**src/rtl/alu_taylor_series.sv**
```systemverilog
// Horner-scheme Taylor evaluator for sin/cos/exp on a single registered multiplier.
// Optional saturation of intermediate results via `define ALU_TAYLOR_SAT_EN.
module alu_taylor_series #(
  parameter int unsigned DATA_W  = 18,
  parameter int unsigned FRAC_W  = 16,
  parameter int unsigned N_TERMS = 10
) (
  input  logic              clk,
  input  logic              reset_n,
  input  logic              do_calc,
  input  logic [1:0]        func_sel,
  input  logic [DATA_W-1:0] x_in,
  output logic              busy,
  output logic              calc_done,
  output logic [DATA_W-1:0] result,
  output logic              ovf
);

  localparam int unsigned KW = $clog2(N_TERMS + 1);

  typedef logic [3:0][N_TERMS:0][DATA_W-1:0] rom_t;

  // c_k = d_k * round(2^FRAC_W / k!); row 3 stays all-zero.
  function automatic rom_t build_rom();
    rom_t   rom;
    longint fact;
    longint mag;
    longint d;
    rom = '0;
    for (int f = 0; f < 4; f++) begin
      fact = 1;
      for (int k = 0; k <= int'(N_TERMS); k++) begin
        if (k > 0) fact = fact * longint'(k);
        mag = ((longint'(1) << FRAC_W) + fact / 2) / fact;
        case (f)
          0:       d = (k % 4 == 1) ? 64'sd1 : ((k % 4 == 3) ? -64'sd1 : 64'sd0);
          1:       d = (k % 4 == 0) ? 64'sd1 : ((k % 4 == 2) ? -64'sd1 : 64'sd0);
          2:       d = 64'sd1;
          default: d = 64'sd0;
        endcase
        rom[2'(f)][KW'(k)] = DATA_W'(mag * d);
      end
    end
    return rom;
  endfunction

  localparam rom_t ROM = build_rom();

  localparam logic signed [2*DATA_W-1:0] PMAX = {{(DATA_W+1){1'b0}}, {(DATA_W-1){1'b1}}};
  localparam logic signed [2*DATA_W-1:0] PMIN = {{(DATA_W+1){1'b1}}, {(DATA_W-1){1'b0}}};
  localparam logic signed [2*DATA_W-1:0] RND_HALF = {{(2*DATA_W-1){1'b0}}, 1'b1} << (FRAC_W-1);
  localparam logic [DATA_W-1:0] DMAX = {1'b0, {(DATA_W-1){1'b1}}};
  localparam logic [DATA_W-1:0] DMIN = {1'b1, {(DATA_W-1){1'b0}}};

  typedef enum logic [2:0] {StIdle, StLoad, StMul, StAdd, StDone} state_e;

  state_e state_q, state_d;

  logic [1:0]                func_q;
  logic signed [DATA_W-1:0]  x_q;
  logic signed [DATA_W-1:0]  acc_q;
  logic [KW-1:0]             k_q;
  logic signed [2*DATA_W-1:0] prod_q;
  logic                      ovf_int_q;
  logic [DATA_W-1:0]         result_q;
  logic                      ovf_q;
  logic                      done_q;

  logic signed [2*DATA_W-1:0] rnd_full;
  logic                       rnd_ovf;
  logic [DATA_W-1:0]          rnd_red;
  logic [KW-1:0]              k_m1;
  logic [DATA_W-1:0]          coef;
  logic [DATA_W:0]            sum;
  logic                       sum_ovf;
  logic [DATA_W-1:0]          sum_red;

  always_comb begin
    rnd_full = (prod_q + RND_HALF) >>> FRAC_W;
    rnd_ovf  = (rnd_full > PMAX) || (rnd_full < PMIN);
`ifdef ALU_TAYLOR_SAT_EN
    rnd_red  = rnd_ovf ? (rnd_full[2*DATA_W-1] ? DMIN : DMAX) : rnd_full[DATA_W-1:0];
`else
    rnd_red  = rnd_full[DATA_W-1:0];
`endif
    k_m1     = k_q - 1'b1;
    coef     = ROM[func_q][k_m1];
    // One guard bit: sign disagreement between the top two bits means out of range.
    sum      = {rnd_red[DATA_W-1], rnd_red} + {coef[DATA_W-1], coef};
    sum_ovf  = sum[DATA_W] ^ sum[DATA_W-1];
`ifdef ALU_TAYLOR_SAT_EN
    sum_red  = sum_ovf ? (sum[DATA_W] ? DMIN : DMAX) : sum[DATA_W-1:0];
`else
    sum_red  = sum[DATA_W-1:0];
`endif
  end

  always_ff @(posedge clk) begin
    if (!reset_n) begin
      state_q <= StIdle;
    end else begin
      state_q <= state_d;
    end
  end

  always_comb begin
    state_d = state_q;
    unique case (state_q)
      StIdle:  if (do_calc) state_d = StLoad;
      StLoad:  state_d = StMul;
      StMul:   state_d = StAdd;
      StAdd:   state_d = (k_q == KW'(1)) ? StDone : StMul;
      StDone:  state_d = StIdle;
      default: state_d = StIdle;
    endcase
  end

  always_ff @(posedge clk) begin
    if (!reset_n) begin
      func_q    <= '0;
      x_q       <= '0;
      acc_q     <= '0;
      k_q       <= '0;
      prod_q    <= '0;
      ovf_int_q <= 1'b0;
      result_q  <= '0;
      ovf_q     <= 1'b0;
      done_q    <= 1'b0;
    end else begin
      done_q <= 1'b0;
      unique case (state_q)
        StIdle: begin
          if (do_calc) begin
            func_q <= func_sel;
            x_q    <= x_in;
          end
        end
        StLoad: begin
          acc_q     <= ROM[func_q][N_TERMS];
          k_q       <= KW'(N_TERMS);
          ovf_int_q <= 1'b0;
        end
        StMul: begin
          prod_q <= (2*DATA_W)'(acc_q) * (2*DATA_W)'(x_q);
        end
        StAdd: begin
          acc_q     <= sum_red;
          k_q       <= k_m1;
          ovf_int_q <= ovf_int_q | rnd_ovf | sum_ovf;
        end
        StDone: begin
          result_q <= acc_q;
          ovf_q    <= ovf_int_q;
          done_q   <= 1'b1;
        end
        default: ;
      endcase
    end
  end

  always_comb begin
    busy      = (state_q != StIdle);
    calc_done = done_q;
    result    = result_q;
    ovf       = ovf_q;
  end

endmodule

```
**config.mk**
```make
export PLATFORM = sky130hd
export DESIGN_NAME = alu_taylor_series
export DESIGN_NICKNAME = d
export VERILOG_FILES = /design/src/rtl/alu_taylor_series.sv
export SDC_FILE = /design/constraint.sdc
export NUM_CORES = 1
export LEC_CHECK = 0
export CORE_UTILIZATION = 40
export CTS_BUF_LIST = sky130_fd_sc_hd__clkbuf_2 sky130_fd_sc_hd__clkbuf_4 sky130_fd_sc_hd__clkbuf_8
export DETAILED_ROUTE_END_ITERATION = 16
export GPL_TIMING_DRIVEN = 0
export MAX_ROUTING_LAYER = met4
export SYNTH_ARGS = -nofsm -noshare
export SYNTH_HDL_FRONTEND = slang
export SYNTH_SLANG_ARGS = --single-unit
```
**constraint.sdc**
```tcl
create_clock -name clk -period 6.8 [get_ports clk]
set_clock_uncertainty 0.2 [all_clocks]
set_input_delay 1.7 -clock clk [delete_from_list [all_inputs] [get_ports clk]]
set_output_delay 1.7 -clock clk [all_outputs]
set_load 0.1 [all_outputs]
```
==> flow_summary.toml, run 1 <==
[timing]
worst_pin_slew_ns = 1.010
relSlewSlack_pct = 32.47
hold_viol = 0
drv_slew = 0
setup_viol = 0
finalWorstSetupSlack_ns = 0.1859
finalCritPeriodShare_pct = 97.27
fmax_mhz = 151.2
fin_hold_ws_ns = 0.2624
rsz0062_at_grt = "yes"
period_minus_slack_ns = 6.614

[yosys]
synth_top_family_by_area = "adder cells"
synthSimpleGateAreaFrac_pct = 18.21
synth_adder_area_share_pct = 48.93
syn_avg_cell_area_um2 = 8.633
ys_types = 60
synth_seq_cells = 87
synth_edf_count = 0
async_flop_share_pct = 0
synth_top_area_share_pct = 40.54
synth-seq-area-share_pct = 10.72
synthFlopType = "dfxtp_1"
synth_compound_area_share_pct = 7.416
synth_nets = 2343
synth-xor-area-share_pct = 3.073
synth_top_area_cell = "fa_1"
muxShareOfSynthArea_pct = 0.2541
synth_cells = 1882
synth_area_mm2 = 0.01625
synth_area_leaders = "fa_1, dfxtp_1, inv_1"
yosys_warnings = 0

[power_and_ir_drop]
powerDensity_mw_per_mm2 = 75.55
vdd_drop_max_uv = 102.4
p_leak_nw = 8.621

[place]
place_inst = 2450
portBuffers = 43
dp_hpwl_um = 37990
routabilityCongestion = 0.9532
pre_cts_ws_ns = -0.9985

[routing]
drc = 0
wl_per_cell_um = 18.85
ant_nets = 0
drtPass1Iterations = 5
vias = 12482
viasPerCell = 5.074
drt-total-wl_um = 46370
drt_iter0_markers = 759

[die]
die_x_um = 203.5
start_util_pct = 40.70
die_h_um = 203.5
dieArea_mm2 = 0.04143
num_rows = 73
io_pins = 44
coreArea_mm2 = 0.03991

[grt]
grt_pass1_vias = 13143
antenna_found_initial = 0
track_usage_pct = 24.47
gr-total-overflow = 0
grt_max_degree = 17
grt_first_pass_wirelength_um = 74160

[layout]
stdcell_count = 2460
multi_input_area_mm2 = 0.01272
synthToLayoutAreaGrowth_pct = 9.026
seqCellArea_mm2 = 0.001775
fill_cells = 3918
num-nets-final = 2390
final_layout_size_suffix_gt1_share_pct = 6.205

[setup_path]
path_max_fanout = 11
crit_path_end_kind = "flop"
crit_path_start_kind = "flop"
cp.required_ns = 6.89
worstSetupPathType = "flop to flop"
crit_arrival_ns = 6.70

[clock_tree]
root_buffer = "clkbuf_8"
tritoncts = "built"
clk_latency_ns = 0.39
holdBufCountCts = 0
cts_max_path_buffers = 2
clkSinkCount = 87
htree_levels = 3
cts_buffers = 9
path_clk_slew_ns = 0.11

[flow_run]
cap_violations = 0

[run_status]
status = "finished clean"

[hold_path]
holdCritPathClass = "flop to flop"
synthesized netlist by cell type, types with 3 or more instances:
cell type / instances
inv_1: 399
fa_1: 329
nand2_1: 265
and2_1: 166
ha_1: 109
clkbuf_1: 88
dfxtp_1: 87
a21oi_1: 84
nor2_1: 72
xnor2_1: 36
o21ai_0: 33
nand3_1: 32
xor2_1: 21
a21o_1: 19
nand2b_1: 16
a22oi_1: 11
nand4_1: 9
nor3_1: 9
a31oi_1: 7
or3_1: 7
a211oi_1: 6
nor2b_1: 6
nand3b_1: 5
o21a_1: 5
and3_1: 4
buf_1: 4
o21bai_1: 4
or2_2: 4
a311oi_1: 3
mux2i_1: 3
nand4b_1: 3
layer usage:
metal	up-vias	part of all wire, %	global-route usage, %
li1	5766	-	-
met1	6337	44	32.06
met2	323	48	39.96
met3	56	5.6	3.484
met4	0	2.7	5.854
met5	-	0	-
path summary, 6_finish.rpt:
| kind | to | cells after the start | from | slack [ns] |
|---|---|---|---|---|
| worst max-delay path | prod_q[34]$_SDFFE_PN0P_ | 21 | x_q[8]$_SDFFE_PN0P_ | 0.19 |
| worst min-delay path | result[6]$_SDFFE_PN0P_ | 2 | result[6]$_SDFFE_PN0P_ | 0.26 |
| worst max register to register | prod_q[34]$_SDFFE_PN0P_ | 21 | x_q[8]$_SDFFE_PN0P_ | 0.19 |
| worst min register to register | result[6]$_SDFFE_PN0P_ | 2 | result[6]$_SDFFE_PN0P_ | 0.26 |
cell usage in the layout (no fill, tap or decap), types with 7 or more instances in the layout:
cell type	instances
o21ai_0	27
nor3_1	8
a21oi_1	82
clkbuf_1	29
clkdlybuf4s50_1	43
nand2b_1	16
nor2_1	69
a31oi_1	7
nand4_1	9
inv_1	396
nand3_1	32
clkbuf_2	38
a22oi_1	11
or3_1	7
and2_1	166
a21o_1	19
clkbuf_8	10
ha_1	107
nand2_1	265
dfxtp_2	15
dfxtp_1	68
xor2_1	21
fa_1	327
xnor2_1	36
sequential cells by signal, indices dropped and copies added (netlist names):
register   cells
acc_q         18
result        18
prod_q        21
ovf_int_q      1
ovf            1
func_q         2
x_q           18
calc_done      1
state_q        3
k_q            4
cell type report:
type	instances	area share, %
Inverter	400	8.519
Antenna cell	1	0.01413
Clock buffer	10	0.7770
Sequential cell	87	10.02
Clock inverter	6	0.2684
Timing Repair Buffer	48	2.712
Multi-Input combinational cell	1302	71.82
Buffer	81	2.154
Tap cell	525	3.708
where the power goes:
part	internal (mW)	switching (mW)
Clock	0.148	0.221
Sequential	0.526	0.0397
Combinational	0.142	0.261
worst max-delay path, stage by stage (launching register included):
cell	delay (ns)
dfxtp_2	0.49
clkbuf_2	0.34
and2_1	0.19
fa_1	0.41
inv_1	0.07
fa_1	0.43
fa_1	0.52
inv_1	0.06
fa_1	0.46
fa_1	0.52
inv_1	0.05
fa_1	0.51
inv_1	0.05
ha_1	0.35
a21o_1	0.23
a21o_1	0.19
a221oi_2	0.33
o21ai_1	0.21
o21ai_1	0.20
a21oi_1	0.11
or3_1	0.36
a41o_1	0.23
stage by stage:
stage / util (%) / setup TNS [ns] / power [mW] / area [um2]
floorplan: - / 0 / 0.8213 / 16250
global placement: 43.43 / -9.223 / 0.9675 / 17330
detailed placement: 43.43 / -9.507 / 0.9715 / 17330
CTS: 44.10 / 0 / 1.339 / 17600
global route: 44.37 / -0.03113 / 1.411 / 17710
finish: 44.38 / 0 / 1.338 / 17710
what timing repair did:
item,CTS,global route
resized for setup,52,78
setup endpoints to repair,19,13
setup buffers,2,3
pin swaps,2,0
gates cloned,0,0
cells by family (layout without fill, tap and decap cells):
family	Yosys count	after routing
AO/OA/AOI/OAI	195	195
XOR/XNOR	57	57
adder cells (fa/ha/maj)	438	438
buffers and inverters	493	545
flip-flops	87	87
multiplexers	4	4
other	0	1
AND/OR/NAND/NOR	608	608
(Power assumes the default switching activity.)
==> run 2: changes to the inputs <==
--- a/config.mk
+++ b/config.mk
@@ -5,6 +5,7 @@
 export SDC_FILE = /design/constraint.sdc
 export NUM_CORES = 1
 export LEC_CHECK = 0
+export CAP_MARGIN = 20
 export CORE_UTILIZATION = 40
 export CTS_BUF_LIST = sky130_fd_sc_hd__clkbuf_2 sky130_fd_sc_hd__clkbuf_4 sky130_fd_sc_hd__clkbuf_8
 export DETAILED_ROUTE_END_ITERATION = 16
==> constraint.sdc (replaced) <==
create_clock -name clk -period 6.8 [get_ports clk]
set_clock_uncertainty 0.2 [all_clocks]
set_input_delay 1.7 -clock clk [delete_from_list [all_inputs] [get_ports clk]]
set_output_delay 1.7 -clock clk [all_outputs]
set_load 0.05 [all_outputs]
==> results of run 2 <==
The final DEF is identical to that of run 1. Status: finished clean.
Among the figures that moved: total power 1.338 mW -> 1.335 mW
==> run 3: changes to the inputs <==
--- a/config.mk
+++ b/config.mk
@@ -11,6 +11,7 @@
 export DETAILED_ROUTE_END_ITERATION = 16
 export GPL_TIMING_DRIVEN = 0
 export MAX_ROUTING_LAYER = met4
+export PLACE_DENSITY = 0.56
 export SYNTH_ARGS = -nofsm -noshare
 export SYNTH_HDL_FRONTEND = slang
 export SYNTH_SLANG_ARGS = --single-unit
==> run 3 against run 2 <==
Die area unchanged. Clock power increased by 4%. Sequential share of layout area hardly changed. Via count hardly changed. First-iteration DRC count down 10%. Count of clock-buffer cells in the layout fell by 1.
==> flow_summary.toml, run 3 (synthesized netlist as in run 1, its figures left out) <==
[run_status]
status = "finished clean"

[timing]
setup_viol = 0
finalWorstSetupSlack_ns = 0.1996
hold_viol = 0
fmax_mhz = 151.5
rsz0062_at_grt = "yes"
worst_pin_slew_ns = 0.8165
drv_slew = 0
relSlewSlack_pct = 45.57
period_minus_slack_ns = 6.600
finalCritPeriodShare_pct = 97.06

[grt]
antenna_found_initial = 0
use_met1_pct = 33.72
gr-total-overflow = 0
track_usage_pct = 25.34
grtUsageMet2_pct = 41.24
grt_max_degree = 19
met3_usage_pct = 2.317
grt-busiest-layer = "met2"
grt_first_pass_wirelength_um = 76670
grt_pass1_vias = 13321

[place]
dp_hpwl_um = 38580
place_area_mm2 = 0.01733
pre_cts_ws_ns = -1.288
portBuffers = 43
routabilityCongestion = 0.9444

[setup_path]
crit_path_end_kind = "flop"
path_cells = "clkbuf_4 > and2_1 > fa_1 > inv_1 > fa_1 > fa_1 > inv_1 > fa_1 > fa_1 > inv_1 > fa_1 > inv_1 > ha_2 > o21ai_0 > nor2_2 > nand4_1 > buf_4 > a21oi_2 > nor2_1 > a311oi_2 > mux2_2 > o22ai_1"
crit_path_start_kind = "flop"
crit_arrival_ns = 6.71
cp_num_buf_inv = 6
cp.required_ns = 6.91
crit_top_cell = "fa_1"
worstSetupPathType = "flop to flop"
critPathSlowestCell = "fa_1"
reg2reg_depth = 22
cp_num_cells = 22
r2r_setup_slack_ns = 0.20
path_max_fanout = 10
slowest_delay_ns = 0.53
critical-path-top-delay-family = "adder cells"

[layout]
largest_reg_flops = 21
postLayoutCellArea_mm2 = 0.01780
layout_common_cells = "inv_1, fa_1, nand2_1"
mostFrequentLayoutCell = "inv_1"
synthToLayoutAreaGrowth_pct = 9.580
max_flop_register = "prod_q"
num-nets-final = 2392
final_layout_size_suffix_gt1_share_pct = 6.457

[routing]
drc = 0
viasPerCell = 5.065
ant_nets = 0
vias = 12476
drt_iter0_markers = 682
wl_per_cell_um = 19.41
drt-total-wl_um = 47810
drtPass1Iterations = 7

[die]
coreArea_mm2 = 0.03991
die_x_um = 203.5
dieArea_mm2 = 0.04143
num_rows = 73
io_pins = 44
start_util_pct = 40.70
die_h_um = 203.5

[hold_path]
holdCritPathClass = "flop to flop"
hold_depth = 2

[clock_tree]
htree_levels = 3
path_clk_slew_ns = 0.12
tritoncts = "built"
clkSinkCount = 87
cts_buffers = 9
cts_max_path_buffers = 2
holdBufCountCts = 0
clk_latency_ns = 0.39
root_buffer = "clkbuf_8"

[power_and_ir_drop]
vdd_drop_max_uv = 94.88
p_leak_nw = 8.630
powerDensity_mw_per_mm2 = 75.99

[flow_run]
cap_violations = 0
## run 3: changes by cell type in the layout (fill, tap and decap cells not counted), sizes merged
| cell | delta |
|---|---|
| clkbuf | +4 |
| clkinvlp | +1 |
| diode | +1 |
| inv | -1 |
| buf | -3 |
| clkinv | +1 |
## run 3: cell type report
| class | instances | area (um2) |
|---|---|---|
| multi-input combinational | 1302 | 12750 |
| clock inverter | 7 | 75.07 |
| antenna | 2 | 5.005 |
| tap | 525 | 656.9 |
| clock buffer | 9 | 123.9 |
| sequential | 87 | 1788 |
| inverter | 400 | 1509 |
| buffer | 81 | 397.9 |
| fill | 3997 | 22110 |
| timing repair buffer | 50 | 495.5 |
## run 3: what timing repair did
item	CTS	global route
buffers inserted	2	5
pin swaps	3	5
gates resized for setup	79	50
setup endpoints to repair	19	12
## run 3: final timing paths
check	start	to
worst min register to register	result[4]$_SDFFE_PN0P_	result[4]$_SDFFE_PN0P_
worst max register to register	x_q[6]$_SDFFE_PN0P_	prod_q[33]$_SDFFE_PN0P_
worst max-delay path	x_q[6]$_SDFFE_PN0P_	prod_q[33]$_SDFFE_PN0P_
worst min-delay path	result[4]$_SDFFE_PN0P_	result[4]$_SDFFE_PN0P_
## run 3: report_power, final
part           leakage, nW  internal, mW  total (mW)  switching, mW
clock               0.0981         0.145       0.382          0.237
sequential           0.716         0.525       0.567         0.0419
combinational         7.82         0.144       0.404          0.260
total                 8.63         0.814        1.35          0.539
## run 3: stage by stage
step / power (mW) / TNS, ns / utilization, % / hold slack, ns / instances
5_1_grt: 1.428 / -0.1009 / 44.59 / 0.2978 / 2461
4_1_cts: 1.356 / 0 / 44.23 / 0.2641 / 2457
6_report: 1.353 / 0 / 44.60 / 0.2650 / 2463
2_1_floorplan: 0.8183 / 0 / - / 0.2312 / 1882
3_5_place_dp: 0.9733 / -12.92 / 43.43 / 0.2476 / 2450
3_3_place_gp: 0.9708 / -13.52 / 43.43 / 0.2446 / 2450
## run 3: worst register-to-register path: stages, from the launching register on
cell,delay [ns]
dfxtp_2,0.41
clkbuf_4,0.25
and2_1,0.21
fa_1,0.53
inv_1,0.05
fa_1,0.46
fa_1,0.51
inv_1,0.05
fa_1,0.46
fa_1,0.52
inv_1,0.05
fa_1,0.48
inv_1,0.05
ha_2,0.42
o21ai_0,0.16
nor2_2,0.23
nand4_1,0.14
buf_4,0.23
a21oi_2,0.21
nor2_1,0.12
a311oi_2,0.28
mux2_2,0.36
o22ai_1,0.14
## run 3: routing by layer
| layer | routed length, um | vias up |
|---|---|---|
| met5 | 0 | - |
| met4 | 1553 | 0 |
| met3 | 1874 | 56 |
| met2 | 22840 | 274 |
| met1 | 21540 | 6379 |
| li1 | - | 5767 |
